**config.mk**
```make
export PLATFORM = sky130hd
export DESIGN_NAME = fifo_flush_ctrl
export DESIGN_NICKNAME = d
export VERILOG_FILES = /design/src/rtl/fifo_flush_ctrl.sv
export SDC_FILE = /design/constraint.sdc
export NUM_CORES = 1
export LEC_CHECK = 0
export ABC_AREA = 0
export CORE_ASPECT_RATIO = 0.7
export CORE_MARGIN = 1
export CORE_UTILIZATION = 30
export CTS_BUF_LIST = sky130_fd_sc_hd__clkbuf_8
export DETAILED_ROUTE_END_ITERATION = 8
export HOLD_SLACK_MARGIN = 0.08
export PLACE_DENSITY = 0.59
export SETUP_SLACK_MARGIN = 0.2
export SLEW_MARGIN = 20
export SYNTH_ARGS = -nofsm -noshare
export SYNTH_HDL_FRONTEND = slang
export SYNTH_SLANG_ARGS = --single-unit
```
**constraint.sdc**
```tcl
create_clock -name clk -period 4 [get_ports clk]
set_input_delay 0.8 -clock clk [delete_from_list [all_inputs] [get_ports clk]]
set_output_delay 0.8 -clock clk [all_outputs]
set_load 0.1 [all_outputs]
```
**src/rtl/fifo_flush_ctrl.sv**
```systemverilog
// Write-side arbiter and flush scheduler for the fifo_flush nibble-packing FIFO.
// Build macro FIFO_FLUSH_AUTO_EN enables the write-idle auto-flush timer.
module fifo_flush_ctrl #(
  parameter int unsigned IDLE_TIMEOUT = 8,
  parameter int unsigned FLUSH_TMO    = 32
) (
  input  logic       clk,
  input  logic       reset,
  input  logic       req0_valid_i,
  input  logic [3:0] req0_data_i,
  output logic       req0_ready_o,
  input  logic       req1_valid_i,
  input  logic [3:0] req1_data_i,
  output logic       req1_ready_o,
  input  logic       flush_req_i,
  input  logic       rd_ready_i,
  input  logic       fifo_full_i,
  input  logic       fifo_data_avail_i,
  input  logic       fifo_flush_done_i,
  output logic       fifo_wr_valid_o,
  output logic [3:0] fifo_wr_data_o,
  output logic       fifo_rd_valid_o,
  output logic       fifo_flush_o,
  output logic       busy_o,
  output logic       flush_err_o,
  output logic [2:0] nib_cnt_o
);

  typedef enum logic {RUN = 1'b0, FLUSH = 1'b1} state_e;

  state_e     state_q, state_d;
  logic       rr_q, rr_d;
  logic [2:0] nib_q, nib_d;
  logic [7:0] wdog_q, wdog_d;
  logic       pend_q, pend_d;
  logic       err_q, err_d;

  logic run, contend, gnt1, wr_acc, tmo_hit, auto_trig, flush_exit;

  // Reset also gates the combinational write path so nothing is accepted while held.
  assign run        = (state_q == RUN) && reset;
  assign contend    = req0_valid_i && req1_valid_i;
  assign gnt1       = contend ? rr_q : req1_valid_i;
  assign wr_acc     = run && !fifo_full_i && (req0_valid_i || req1_valid_i);
  assign tmo_hit    = (wdog_q == 8'(FLUSH_TMO - 1));
  assign flush_exit = (state_q == FLUSH) && (fifo_flush_done_i || tmo_hit);

  assign req0_ready_o    = wr_acc && !gnt1;
  assign req1_ready_o    = wr_acc && gnt1;
  assign fifo_wr_valid_o = wr_acc;
  assign fifo_wr_data_o  = wr_acc ? (gnt1 ? req1_data_i : req0_data_i) : 4'h0;
  assign fifo_rd_valid_o = rd_ready_i && fifo_data_avail_i;
  assign fifo_flush_o    = (state_q == FLUSH);
  assign busy_o          = (state_q == FLUSH);
  assign flush_err_o     = err_q;
  assign nib_cnt_o       = nib_q;

`ifdef FIFO_FLUSH_AUTO_EN
  logic [7:0] idle_q, idle_d;

  assign auto_trig = (idle_q == 8'(IDLE_TIMEOUT));

  always_comb begin
    idle_d = idle_q;
    if (state_q != RUN || wr_acc || nib_q == 3'd0) begin
      idle_d = 8'd0;
    end else if (idle_q != 8'(IDLE_TIMEOUT)) begin
      idle_d = idle_q + 8'd1;
    end
  end

  always_ff @(posedge clk or negedge reset) begin
    if (!reset) idle_q <= 8'd0;
    else        idle_q <= idle_d;
  end
`else
  // No idle timer in this build; the parameter only keeps the instantiation uniform.
  assign auto_trig = 1'b0 && (IDLE_TIMEOUT != 0);
`endif

  always_comb begin
    state_d = state_q;
    rr_d    = rr_q;
    nib_d   = nib_q;
    wdog_d  = wdog_q;
    pend_d  = pend_q;
    err_d   = err_q;
    case (state_q)
      RUN: begin
        if (wr_acc) begin
          nib_d = nib_q + 3'd1;
          if (contend) rr_d = ~rr_q;
        end
        if (flush_req_i) pend_d = 1'b1;
        if (flush_req_i || pend_q || auto_trig) begin
          state_d = FLUSH;
          wdog_d  = 8'd0;
        end
      end
      FLUSH: begin
        if (flush_exit) begin
          state_d = RUN;
          nib_d   = 3'd0;
          wdog_d  = 8'd0;
          pend_d  = 1'b0;
          if (!fifo_flush_done_i) err_d = 1'b1;
        end else begin
          wdog_d = wdog_q + 8'd1;
        end
      end
      default: state_d = RUN;
    endcase
  end

  always_ff @(posedge clk or negedge reset) begin
    if (!reset) begin
      state_q <= RUN;
      rr_q    <= 1'b0;
      nib_q   <= 3'd0;
      wdog_q  <= 8'd0;
      pend_q  <= 1'b0;
      err_q   <= 1'b0;
    end else begin
      state_q <= state_d;
      rr_q    <= rr_d;
      nib_q   <= nib_d;
      wdog_q  <= wdog_d;
      pend_q  <= pend_d;
      err_q   <= err_d;
    end
  end

endmodule
```
# Word-level counts from Yosys, hierarchy flattened
# Cells that the tools add are included.
[classes] n_addsub=2 eq_ne=5 muxes=15 n_bitwise=3 n_reduce_logical=17
[op_table] op="2-to-1 mux 8 bit" n=2
[op_table] op="case mux 8 bit (2 select lines)" n=1
[op_table] op="adder 8 x 1 -> 8 bit, second input constant" n=1
[op_table] op="== test 8 x 5 -> 1 bit, second input constant" n=1
[op_table] op="logical AND 1 bit" n=8
[op_table] op="2-to-1 mux 4 bit" n=2
[op_table] op="2-to-1 mux 3 bit" n=2
[op_table] op="case mux 3 bit (2 select lines)" n=1
[op_table] op="AND reduction 3 bit" n=2
[op_table] op="2-to-1 mux 1 bit" n=5
[op_table] op="inequality test 2 x 1 -> 1 bit, second input constant" n=2
[op_table] op="inequality test 2 bit, second input constant" n=2
[op_table] op="case mux 1 bit (2 select lines)" n=2
[op_table] op="AND reduction 2 bit" n=2
[op_table] op="adder 3 x 1 -> 3 bit, second input constant" n=1
[op_table] op="logical OR 1 bit" n=3
[op_table] op="NOT 1 bit" n=3
[op_table] op="zero test 1 bit" n=2
[word_totals] regBits=15 word_cells=48

# Logic depth before layout (Yosys ltp)
# Gate-level depths: netlist of the first run.
[depth] ltp_word=6 depth_mapped=6 depth_no_buf=5

# Worst setup path after synthesis of the first run
# Ideal clock, no wire load.
[synth_path] path_kind="flip-flop to output port" from="register state_q, in the netlist busy_o" to="output port fifo_wr_data_o[0]" arrival_ns=3.168 slack_ns=0.032 stages_incl_launch_ff=5 path_cell_list="dfrtp_1 nor3b_2 o21ai_1 a21oi_2 a22o_1"
[synth_via] elab_chain_len=5
[synth_lines] element="from (decl)" line_no="31" source="state_e state_q, state_d;"
[synth_lines] element="from (signal assigned)" line_no="124" source="state_q <= state_d;"
[synth_lines] element="NOT 1 bit (no line)"
[synth_lines] element="logical AND 1 bit" line_no="41" source="assign run = (state_q == RUN) && reset;"
[synth_lines] element="logical AND 1 bit (2 in a row)" line_no="44" source="assign wr_acc = run && !fifo_full_i && (req0_valid_i || req1_valid_i);"
[synth_lines] element="2-to-1 mux 4 bit" line_no="51" source="assign fifo_wr_data_o = wr_acc ? (gnt1 ? req1_data_i : req0_data_i) : 4'h0;"
[synth_lines] element="to (decl)" line_no="21" source="output logic [3:0] fifo_wr_data_o,"
# No other way between the ends.

# Final worst setup path of the first run
[layout_path] from="input port reset" to="output port fifo_wr_data_o[0]"
[layout_via] elab_chain_len=4
[layout_lines] element="from (decl)" line_no="8" source="input logic reset,"
[layout_lines] element="logical AND 1 bit" line_no="41"
[layout_lines] element="logical AND 1 bit (2 in a row)" line_no="44"
[layout_lines] element="2-to-1 mux 4 bit" line_no="51"
# No other way between the ends.

==> flow_summary.toml, run 1 <==
[setup_path]
start_kind = "primary input"
worstPathCellList = "clkdlybuf4s50_1, nor3b_2, o21ai_1, a21oi_4, a22o_1, buf_12"
crit_buf_inv = 2
crit_path_start = "reset"
path_delay_family = "compound AO/OA/AOI/OAI gates"
slowest_stage = "clkdlybuf4s50_1"
crit_type = "primary input to output port"
slowest_delay_ns = 0.48
worstPathRequired_ns = 3.20
cp.arrival_ns = 2.43
regToRegStartpoint = "wdog_q[0]"
crit_fanout = 7
crit_path_end_kind = "output port"

[pwr]
p_leak_nw = 0.543
p_per_area_mw_per_mm2 = 393
power.total_mw = 0.504
ir_worst_vdd_mv = 0.157

[yosys]
syn_avg_cell_area_um2 = 10.3
ys_seq_area_share_pct = 45.0
ys_ff_latch = 15
synth_area_um2 = 833
netlist_instances = 81
syn-num-nets = 100
ys_warn_count = 0
ys_types = 35

[outcome]
status = "complete, no violations"

[floorplanning]
die_y_um = 46.1
ios = 31
start_util_pct = 32.6
rows = 15
dieArea_mm2 = 0.00300
core_area_mm2 = 0.00255
die_w_um = 65.0

[cells_and_area]
drive_gt1_share_pct = 22.1
nNetsFinal = 133
utilization_pct = 50.3
multi_input_area_um2 = 420
register_area_um2 = 375
antennaDiodeCount = 0
area_growth_syn_to_layout_pct = 54.2
fillers = 239
stdcell_count = 147
fin_area_mm2 = 0.00128

[place]
placed_area_mm2 = 0.00124
dp.cells = 143
portBuffers = 30
place_ws_ns = 0.769
hpwl_mm = 1.52
gp_congestion = 0.764

[timing]
slew_headroom_pct = 35.6
fmax_mhz = 310
grt_setup_unrepaired = "false"
skew_ns = 0.00547
setup_viol = 0
finalCriticalPeriod_ns = 3.23
hold_viol = 0
final-max-slew-violation-count = 0
fin_crit_sh_pct = 80.7
fin_tns_setup_ns = 0
hold_slack_ns = 0.464
worstMarginPinSlew_ns = 0.963
fin_ws_ns = 0.771

[cts]
cts_tree = "done"
cts_hold_buf = 0
clkTransAtPathRegs_ns = 0.06
cts_sinks = 15
clock_latency_ns = 0.25
cts_root_buf = "clkbuf_8"
cts_resized = 0
post-cts-setup-buffers = 0
cts_buffer_depth = 2
htree_levels = 1
cts_made_buffers = 3

[global_routing]
grt_pass1_vias = 694
grt_pass1_wl_mm = 3.26
track_usage_pct = 14.8
gr-total-overflow = 0
antenna_found_initial = 0
grt_start_max_net_pins = 16

[route]
routed_wl_mm = 1.91
wl_per_cell_um = 13.0
via_per_inst = 4.91
drc_errors = 0
ant_nets = 0
firstDrtPassIters = 4
vias = 722
drt_iter0_markers = 24

[hold_path]
min_from = "flush_err_o"
min_path_type = "flip-flop to flip-flop"

[run]
maxCapViolCount = 0
synth_stat cells, drive strengths merged:
cell type | n | share of area [%]
a21o | 2 | 2.1
a21oi | 4 | 2.9
a22o | 8 | 8.7
a311oi | 1 | 1.8
a31oi | 3 | 2.3
and2 | 1 | 0.75
and3 | 2 | 2.1
buf | 2 | 2.3
clkbuf | 1 | 0.45
dfrtp | 15 | 45
ha | 2 | 3.0
inv | 6 | 2.7
mux2 | 1 | 1.4
nand2 | 4 | 1.8
nand2b | 1 | 0.75
nand3 | 4 | 2.4
nand4 | 1 | 0.75
nor2 | 5 | 2.3
nor3 | 3 | 2.4
nor3b | 1 | 1.5
o211ai | 1 | 0.90
o21ai | 5 | 3.9
o2bb2ai | 2 | 2.1
o31ai | 1 | 0.90
o32ai | 1 | 1.1
or3 | 1 | 0.75
xnor2 | 2 | 2.1
xor2 | 1 | 1.1
flip-flops by register name, indices dropped and copies added (netlist names):
signal	flops
flush_err_o	1
pend_q	1
wdog_q	8
rr_q	1
busy_o	1
nib_cnt_o	3
kinds of logic after synthesis:
logic type	synth area share, %
and+or+nand+nor	15.5
DFF	45.0
buffers and inverters	5.41
AOI/OAI and AO/OA	26.6
xor gates and xnor gates	3.15
adders and majority gates	3.00
muxes	1.35
cells in the final DEF, fill, tap and decap left out, types with 2 or more instances in the layout:
master and instances:
xnor2_1 2, buf_12 7, buf_4 2, a22o_2 2, o2bb2ai_1 2, a21oi_1 3, a31oi_1 3, ha_1 2
nand2_1 4, a22o_1 6, o21ai_1 2, inv_1 6, clkdlybuf4s50_1 22, o21ai_2 2, dfrtp_1 15, nor2_1 5
nor3_1 2, a21o_2 2, clkbuf_8 3, nand3_1 4
where the power goes:
part,internal (mW),total [mW],switching (mW)
clock,0.0700,0.125,0.0552
combinational,0.0658,0.193,0.127
sequential,0.169,0.186,0.0171
path summary, 6_finish.rpt:
check | cells after the start | to | slack, ns
max in group asynchronous | 2 | wdog_q[7] | 2.93
min reg2reg | 2 | flush_err_o | 0.46
min | 2 | flush_err_o | 0.46
max reg2reg | 5 | wdog_q[6] | 1.97
min in group asynchronous | 2 | wdog_q[2] | 0.90
max | 6 | fifo_wr_data_o[0] | 0.77
cell type report:
class / count / area share [%]
Clock inverter: 1 / 0.584
Timing Repair Buffer: 31 / 29.2
Multi-Input combinational cell: 57 / 32.7
Inverter: 6 / 1.75
Tap cell: 34 / 3.31
Sequential cell: 15 / 29.2
Clock buffer: 3 / 3.21
tightest hold or removal path: stages, from the launching register on:
cell	delay, ns
dfrtp_1	0.34
inv_1	0.04
o31ai_1	0.05
metal layers:
metal	GRT usage, %	vias to the layer above	wire (um)
li1	-	364	-
met1	19.9	338	882
met2	24.0	20	919
met3	4.70	0	106
met4	2.67	0	0
met5	0	-	0
Power figures use the tool's default switching activity.
==> run 2, diff against run 1 <==
PLACE_DENSITY = 0.61   (was 0.59)
clock period = 2.8 ns   (was 4 ns; I/O delays follow)
==> run 2 against run 1 <==
  * Non-clock buffer count is 3 higher
  * Worst hold slack better by 0.0068 ns
  * Global-route usage is 0.38 points higher
  * Largest power group unchanged
  * Core utilization is 2.6 points higher
  * First-iteration DRC count is 8.3% higher
  * Routed wire length is 10% higher
  * Final area is 5.2% higher
  * Critical path type unchanged
  * Sequential share of layout area is 1.2 points lower
==> flow_summary.toml, run 2 (synthesis results as in run 1) <==
[setup_path]
slowest_stage = "clkdlybuf4s50_1"
cp.arrival_ns = 1.96
crit_fanout = 5
crit_type = "primary input to output port"
crit_buf_inv = 2
start_kind = "primary input"
path_delay_family = "buffers and inverters"
worstPathRequired_ns = 2.24
slowest_delay_ns = 0.48
crit_path_end_kind = "output port"
worstPathCellList = "clkdlybuf4s50_1, nor3b_4, o21ai_2, a21oi_4, a22o_4, buf_12"

[pwr]
p_leak_nw = 0.601
ir_worst_vdd_mv = 0.200
power.total_mw = 0.728
p_per_area_mw_per_mm2 = 539

[route]
vias = 758
highest_layer = "met3"
via_per_inst = 5.05
wl_met1_mm = 1.06
routed-wl-met3_um = 66
drt_iter0_markers = 26
drc_errors = 0
wl_per_cell_um = 14.0
ant_nets = 0
met2_length_um = 980
routed_wl_mm = 2.10
firstDrtPassIters = 4

[timing]
fin_tns_setup_ns = 0
final-max-slew-violation-count = 0
grt_setup_unrepaired = "false"
skew_ns = 0.00345
slew_headroom_pct = 43.2
fin_ws_ns = 0.276
fin_crit_sh_pct = 90.1
finalCriticalPeriod_ns = 2.52
fmax_mhz = 396
setup_viol = 0
worstMarginPinSlew_ns = 0.845
hold_viol = 0

[cts]
cts_root_buf = "clkbuf_8"
clock_latency_ns = 0.25
cts_made_buffers = 3
cts_buffer_depth = 2
cts_sinks = 15
htree_levels = 1
cts_hold_buf = 0
cts_tree = "done"
clkTransAtPathRegs_ns = 0.06

[cells_and_area]
stdcell_count = 150
area_growth_syn_to_layout_pct = 62.2
layout_common_cells = "clkdlybuf4s50_1, dfrtp_1, buf_4"
fillers = 225
nNetsFinal = 136
utilization_pct = 52.9
top_register = "wdog_q"
drive_gt1_share_pct = 34.5
register_area_um2 = 379
multi_input_area_um2 = 467
largest_register_ffs = 8
final_common_cell = "clkdlybuf4s50_1"
antennaDiodeCount = 0

[floorplanning]
die_w_um = 65.0
die_y_um = 46.1
core_area_mm2 = 0.00255
dieArea_mm2 = 0.00300
rows = 15
start_util_pct = 32.6
ios = 31

[run]
maxCapViolCount = 0

[place]
gp_congestion = 0.757
hpwl_mm = 1.68
place_ws_ns = 0.221
dp.cells = 145
portBuffers = 30

[global_routing]
antenna_found_initial = 0
gr-total-overflow = 0
grt_pass1_vias = 663
grt_pass1_wl_mm = 3.34
grt_start_max_net_pins = 16
track_usage_pct = 15.2

[hold_path]
min_path_type = "flip-flop to flip-flop"

[outcome]
status = "complete, no violations"
==> run 2: cell count changes in the layout (fill, tap and decap cells not counted), sizes merged <==
cell and delta:
inv +1, clkinvlp -1, clkdlybuf4s50 -6, buf +9
==> run 2: layout make-up <==
cell class / count / share of cell area (%)
multi-input cells: 57 / 34.5
repair buffers: 34 / 29.3
flip-flops and latches: 15 / 28.1
well taps: 34 / 3.15
clock buffers: 3 / 3.06
inverters: 6 / 1.67
clock inverters: 1 / 0.278
==> run 2: power breakdown <==
| group | internal, mW | leakage (nW) | total (mW) | switching (mW) |
|---|---|---|---|---|
| Combinational | 0.100 | 0.380 | 0.289 | 0.188 |
| Clock | 0.0970 | 0.0269 | 0.169 | 0.0723 |
| Sequential | 0.244 | 0.195 | 0.270 | 0.0265 |
| Total | 0.441 | 0.601 | 0.728 | 0.287 |
==> run 2: worst paths after layout <==
kind                                start                end  slack [ns]  cells after the start
worst max register to register  wdog_q[0]          wdog_q[2]        1.15                      6
min in group asynchronous           reset               rr_q        0.66                      2
worst min register to register       rr_q               rr_q        0.47                      1
worst min-delay path                 rr_q               rr_q        0.47                      1
max in group asynchronous           reset             busy_o        1.94                      2
worst max-delay path                reset  fifo_wr_data_o[3]        0.28                      6
==> run 2: worst register-to-register path, stage by stage, from the launching register on <==
cell      delay (ns)
dfrtp_1         0.41
ha_1            0.25
and3_4          0.21
a311oi_2        0.23
buf_4           0.23
a21oi_1         0.10
o21ai_1         0.15
==> run 2: per-stage QoR <==
| stage | area, um2 | hold WS (ns) |
|---|---|---|
| floorplan | 891 | 0.264 |
| global placement | 1300 | 0.456 |
| detailed placement | 1300 | 0.463 |
| CTS | 1340 | 0.476 |
| global route | 1350 | 0.485 |
| finish | 1350 | 0.471 |
==> run 2: what timing repair did <==
| action | 4_1_cts | 5_1_grt |
|---|---|---|
| buffers inserted | 0 | 1 |
| resized for setup | 0 | 1 |
| endpoints found under the hold margin | 0 | 0 |
| endpoints found under the setup margin | 0 | 4 |
==> run 2: metal layers <==
layer / track usage, % / vias to the layer above
met5: 0 / -
met1: 22.1 / 372
met4: 1.33 / 0
li1: - / 372
met3: 5.20 / 0
met2: 22.5 / 14
